[src/rtl/pt2262_pkg.sv]
// Shared trit codes, PT2262 timing constants and the trit-select helper.
// One alpha unit equals one clk cycle.
package pt2262_pkg;

   typedef enum logic [1:0] {
      TRIT_0 = 2'b00,
      TRIT_1 = 2'b01,
      TRIT_F = 2'b10,
      TRIT_X = 2'b11
   } trit_t;

   localparam int unsigned N_TRITS   = 12;
   localparam int unsigned CB_LEN    = 32;
   localparam int unsigned SB_LEN    = 128;
   localparam int unsigned NARROW    = 4;
   localparam int unsigned WIDE      = 12;
   localparam int unsigned FRAME_LEN = 512;

   // Trit 0 sits in the MSBs; indices past trit 11 read as invalid so they stay silent.
   function automatic trit_t get_trit(input logic [23:0] word, input logic [3:0] idx);
      trit_t t;
      case (idx)
         4'd0:    t = trit_t'(word[23:22]);
         4'd1:    t = trit_t'(word[21:20]);
         4'd2:    t = trit_t'(word[19:18]);
         4'd3:    t = trit_t'(word[17:16]);
         4'd4:    t = trit_t'(word[15:14]);
         4'd5:    t = trit_t'(word[13:12]);
         4'd6:    t = trit_t'(word[11:10]);
         4'd7:    t = trit_t'(word[9:8]);
         4'd8:    t = trit_t'(word[7:6]);
         4'd9:    t = trit_t'(word[5:4]);
         4'd10:   t = trit_t'(word[3:2]);
         4'd11:   t = trit_t'(word[1:0]);
         default: t = TRIT_X;
      endcase
      return t;
   endfunction

endpackage

[src/rtl/pt2262_enc_cb_gen.sv]
// Code-bit shaper: free-running 5-bit phase counter and the
// combinational PT2262 code-bit waveform for the selected trit.
module cb_gen
   import pt2262_pkg::*;
(
   input  logic       clk,
   input  logic       rst,
   input  logic       clr,
   input  logic [1:0] state,
   output logic       q
);

   localparam logic [3:0] NARROW_P = 4'(NARROW);
   localparam logic [3:0] WIDE_P   = 4'(WIDE);

   logic [4:0] phase_r;
   logic       narrow_s;
   logic       wide_s;
   logic       q_s;

   // Phase counter, held at zero while clr is asserted.
   always_ff @(posedge clk or negedge rst) begin
      if (!rst) begin
         phase_r <= 5'd0;
      end else if (clr) begin
         phase_r <= 5'd0;
      end else begin
         phase_r <= phase_r + 5'd1;
      end
   end

   // Each code bit is two 16-cycle halves, each starting with a narrow or wide pulse.
   always_comb begin
      narrow_s = (phase_r[3:0] < NARROW_P);
      wide_s   = (phase_r[3:0] < WIDE_P);
      q_s      = 1'b0;
      case (trit_t'(state))
         TRIT_0:  q_s = narrow_s;
         TRIT_1:  q_s = wide_s;
         TRIT_F: begin
            if (phase_r[4]) begin
               q_s = wide_s;
            end else begin
               q_s = narrow_s;
            end
         end
         default: q_s = 1'b0;
      endcase
   end

   assign q = q_s;

endmodule

[src/rtl/pt2262_enc_sb_gen.sv]
// Sync-bit shaper: 7-bit phase counter, output high for the first NARROW phases.
module sb_gen
   import pt2262_pkg::*;
(
   input  logic clk,
   input  logic rst,
   input  logic clr,
   output logic q
);

   localparam logic [6:0] NARROW_P = 7'(NARROW);

   logic [6:0] phase_r;

   // Phase counter; it wraps every 128 cycles so it lines up with frame cycle 384.
   always_ff @(posedge clk or negedge rst) begin
      if (!rst) begin
         phase_r <= 7'd0;
      end else if (clr) begin
         phase_r <= 7'd0;
      end else begin
         phase_r <= phase_r + 7'd1;
      end
   end

   assign q = (phase_r < NARROW_P);

endmodule

[src/rtl/pt2262_enc.sv]
// PT2262-compatible encoder: shadow word, frame counter, code/sync mux
// and registered q / eof outputs.
module pt2262_enc
   import pt2262_pkg::*;
(
   input  logic        clk,
   input  logic        rst,
   input  logic        ld,
   input  logic [23:0] ad,
   output logic        q,
   output logic        eof
);

   localparam logic [8:0] SYNC_START = 9'(N_TRITS * CB_LEN);
   localparam logic [8:0] LAST_CYCLE = 9'(FRAME_LEN - 1);

   logic [23:0] shadow_r;
   logic [23:0] shadow_nxt_s;
   logic [8:0]  cnt_r;
   logic [8:0]  cnt_nxt_s;
   logic        q_r;
   logic        q_nxt_s;
   logic        eof_r;
   logic        eof_nxt_s;
   logic        clr_s;
   trit_t       trit_s;
   logic        cb_q_s;
   logic        sb_q_s;

   assign clr_s  = ld;
   assign trit_s = get_trit(shadow_r, cnt_r[8:5]);

   cb_gen u_cb_gen (
      .clk   (clk),
      .rst   (rst),
      .clr   (clr_s),
      .state (trit_s),
      .q     (cb_q_s)
   );

   sb_gen u_sb_gen (
      .clk (clk),
      .rst (rst),
      .clr (clr_s),
      .q   (sb_q_s)
   );

   // Next-state: load/hold while ld, otherwise emit the shape for the current cycle.
   always_comb begin
      shadow_nxt_s = shadow_r;
      cnt_nxt_s    = cnt_r;
      q_nxt_s      = 1'b0;
      eof_nxt_s    = 1'b0;
      if (ld) begin
         shadow_nxt_s = ad;
         cnt_nxt_s    = 9'd0;
      end else begin
         // 9-bit counter wraps 511 -> 0 on its own
         cnt_nxt_s = cnt_r + 9'd1;
         eof_nxt_s = (cnt_r == LAST_CYCLE);
         if (cnt_r >= SYNC_START) begin
            q_nxt_s = sb_q_s;
         end else begin
            q_nxt_s = cb_q_s;
         end
      end
   end

   // Frame state and registered outputs.
   always_ff @(posedge clk or negedge rst) begin
      if (!rst) begin
         shadow_r <= 24'd0;
         cnt_r    <= 9'd0;
         q_r      <= 1'b0;
         eof_r    <= 1'b0;
      end else begin
         shadow_r <= shadow_nxt_s;
         cnt_r    <= cnt_nxt_s;
         q_r      <= q_nxt_s;
         eof_r    <= eof_nxt_s;
      end
   end

   assign q   = q_r;
   assign eof = eof_r;

endmodule

[config.mk]
export PLATFORM = sky130hd
export DESIGN_NAME = pt2262_enc
export DESIGN_NICKNAME = d
export VERILOG_FILES = /design/src/rtl/pt2262_pkg.sv /design/src/rtl/pt2262_enc_cb_gen.sv /design/src/rtl/pt2262_enc_sb_gen.sv /design/src/rtl/pt2262_enc.sv
export SDC_FILE = /design/constraint.sdc
export NUM_CORES = 1
export LEC_CHECK = 0
export ABC_AREA = 1
export CORE_ASPECT_RATIO = 1.4
export CORE_MARGIN = 2
export CORE_UTILIZATION = 40
export CTS_BUF_LIST = sky130_fd_sc_hd__clkbuf_4
export CTS_CLUSTER_DIAMETER = 30
export DETAILED_ROUTE_END_ITERATION = 10
export SYNTH_ARGS = -nofsm -noshare
export SYNTH_HDL_FRONTEND = slang
export SYNTH_HIERARCHICAL = 1
export SYNTH_SLANG_ARGS = --single-unit
[constraint.sdc]
create_clock -name clk -period 2.8 [get_ports clk]
set_clock_uncertainty 0.1 [all_clocks]
set_input_delay 0.56 -clock clk [delete_from_list [all_inputs] [get_ports clk]]
set_output_delay 0.56 -clock clk [all_outputs]
set_load 0.01 [all_outputs]
==> run_results.csv <==
group,metric,value,unit
floorplanning,die_h,92.0,µm
detailed_routing,wl,4370,µm
sta,hold_slack,75.6,ps
clock_network,ctsHoldBuffers,0,
critical_path,path_max_fanout,1,
sta,clock.fmax,0.531,GHz
clock_network,cts_tree,"built",
clock_network,htreeDepth,2,
floorplanning,initial_core_util,40.6,%
floorplanning,rows,32,
place,gp_congestion,0.815,
power,powerDensity,450,mW/mm²
sta,slew_headroom,61.8,%
worst_hold_path,hold_class,"input port to async pin",
critical_path,path_class,"flip-flop to output port",
critical_path,worstSetupStartpoint,"eof$_DFF_PN0_",
floorplanning,coreArea,0.00545,mm²
global_route,grt_pass1_vias,1786,
floorplanning,fp.dieW,66.9,µm
sta,setup_tns,0,ps
sta,layout_setup_ws,916,ps
floorplanning,die_area,0.00615,mm²
power,switching_share,25.2,%
detailed_routing,dr.pass1.iters,4,
logic_synthesis,ys_top_cells_by_count,"nand2_1, dfrtp_1, nand3_1, nor2_1, inv_1",
sta,tightestPinTransition,572,ps
critical_path,cp-start-kind,"flip-flop",
logic_synthesis,synth-xor-area-share,0,%
global_route,antenna_found_initial,0,
layout,final_cells,381,
sta,fin_crit,1880,ps
critical_path,rr_startpoint,"cnt_r[5]$_DFF_PN0_",
critical_path,worstPathArrival,1220,ps
logic_synthesis,synth_area,0.00221,mm²
logic_synthesis,synth_compound_area_share,5.48,%
clock_network,cts_resized,0,
layout,areaGrowthSynthToFinish,19.5,%
clock_network,root_buffer,"clkbuf_4",
place,port_buffers,28,
logic_synthesis,ys_ff_latch,47,
critical_path,crit_chain,"clkdlybuf4s50_1",
global_route,grt_overflow,0,
logic_synthesis,post-synth-top-count-cell,"nand2_1",
detailed_routing,ant_nets,0,
detailed_routing,wl_per_cell,11.5,µm
global_route,gr-usage-met1,21.0,%
layout,drive_gt1_share,7.99,%
clock_network,clock_sinks,47,
logic_synthesis,synth_ff_type,"dfrtp_1",
layout,finish.utilization,48.6,%
place,dp_slack,991,ps
sta,slew_violations,0,
logic_synthesis,synth_area_leaders,"dfrtp_1, nand2_1, nand3_1, nor2_1, inv_1",
logic_synthesis,yosysTopAreaCell,"dfrtp_1",
sta,setup_viol,0,
logic_synthesis,synthCells,277,
layout,final_nets,344,
place,place_hpwl,3250,µm
critical_path,critPathMaxStageDelay,520,ps
logic_synthesis,ys_async_sr_fraction,100,%
power,p_leak,1.31,nW
power,p_int,890,µW
clock_network,post_cts_buffers,0,
logic_synthesis,synth_cell_types,21,
sta,finalHoldViolCount,0,
power,p_sw,300,µW
critical_path,end_kind,"output port",
sta,rsz0062_at_grt,"no",
global_route,grt_pass1_wl,8000,µm
clock_network,cts_buffers,5,
logic_synthesis,yosysWarnings,6,
floorplanning,io_pins,29,
detailed_routing,drc_errors,0,
place,dp_cells,373,
detailed_routing,via_per_inst,4.83,
detailed_routing,dr.first_iter.drc_count,29,
detailed_routing,vias,1842,
logic_synthesis,yosysSeqAreaShare,53.1,%
critical_path,critical-path-slowest-cell,"clkdlybuf4s50_1",
clock_network,clkTransAtPathRegs,140,ps
power,ir_drop,0.250,mV
status,outcome,"finished clean",
logic_synthesis,synth_fa_ha_area_share,2.83,%
sta,fin_crit_sh,67.3,%
global_route,grt_max_degree,29,
logic_synthesis,yosys.area_share.simple,33.5,%
logic_synthesis,synthMuxAreaShare,0,%
logic_synthesis,synth_top_area_share,53.1,%
clock_network,insertion_delay,360,ps
global_route,grtUsageTotal,16.9,%
power,pwr-share-comb,11.2,%
logic_synthesis,synth_edf_count,0,
critical_path,critPathTopFamily,"buffers and inverters",
layout,antenna_cells,0,
power,power_frac_seq,62.9,%
global_route,grtUsageMet2,29.7,%
layout,n_fill_cell,565,
logic_synthesis,synth_top_family_by_area,"simple AND/OR/NAND/NOR gates",
critical_path,cp_num_buf_inv,1,
global_route,top_usage_layer,"met2",
flow_run,maxCapViolCount,0,
clock_network,cts_buffer_depth,2,
critical_path,critPathRequiredTime,2140,ps
global_route,gr-usage-met3,2.94,%
logic_synthesis,synth_nets,309,
power,clkPwrFrac,25.9,%
logic_synthesis,syn_avg_cell_area,7.99,µm²
-- state kept, by name, indices dropped and copies added (netlist names) --
register,count
shadow_r,24
cnt_r,9
u_sb_gen/phase_r,7
u_cb_gen/phase_r,5
eof,1
q,1
-- cells by family after synthesis --
kind of cell / Yosys count
adder cells (fa/ha/maj): 5
buffers and inverters: 30
AND/OR/NAND/NOR: 173
flip-flops: 47
AO/OA/AOI/OAI: 22
-- cell usage in the layout, fill, tap and decap left out --
cell             count
nand2_1             97
dfrtp_1             47
nand3_1             34
nor2_1              28
clkdlybuf4s50_1     27
inv_1               21
a21oi_1             10
o21ai_0              9
clkbuf_4             6
ha_1                 5
buf_4                5
nor2_2               4
inv_2                3
clkinv_1             3
nor3_1               3
nor2_4               2
nand3_2              2
and3_1               1
nand4_1              1
a31oi_1              1
buf_2                1
or2_1                1
a21oi_2              1
o21bai_2             1
-- final cells by class --
class                   count  area (µm²)  area share (%)
flip-flops and latches     47        1180            44.5
multi-input cells         200         925            35.0
repair buffers             33         313            11.8
inverters                  25        93.8            3.55
well taps                  68        85.1            3.22
clock buffers               6        45.0            1.70
clock inverters             2        7.51           0.284
-- worst paths after layout --
path                                                 end  slack, ps  cells past startpoint
worst max-delay path                                 eof        920                      1
worst min-delay path                  cnt_r[0]$_DFF_PN0_         80                      1
worst max register to register               q$_DFF_PN0_       1020                     10
worst min register to register  shadow_r[22]$_DFFE_PN0P_        390                      2
max in group asynchronous       shadow_r[15]$_DFFE_PN0P_       1920                      2
min in group clk                shadow_r[22]$_DFFE_PN0P_        390                      2
-- metrics by stage --
stage	total power, mW	cell area, µm²
floorplan	0.819	2210
global placement	0.896	2590
finish	1.19	2650
detailed placement	0.899	2590
CTS	1.21	2650
global route	1.26	2650
-- power groups by stage --
| stage | clock network (mW) | logic, mW | registers (mW) |
|---|---|---|---|
| after global placement | 0 | 0.134 | 0.762 |
| after CTS | 0.325 | 0.137 | 0.748 |
| after detailed placement | 0 | 0.137 | 0.761 |
| after global routing | 0.349 | 0.158 | 0.754 |
| after floorplan | 0 | 0.0647 | 0.755 |
| final | 0.308 | 0.134 | 0.748 |
-- layer usage --
layer	routed length [µm]	part of all wire [%]	up-vias
li1	-	-	945
met3	103	2.4	4
met1	1870	43	865
met2	2340	54	28
met4	53	1.2	0
met5	0	0	-
No activity file was read; power rests on OpenSTA's default activity.
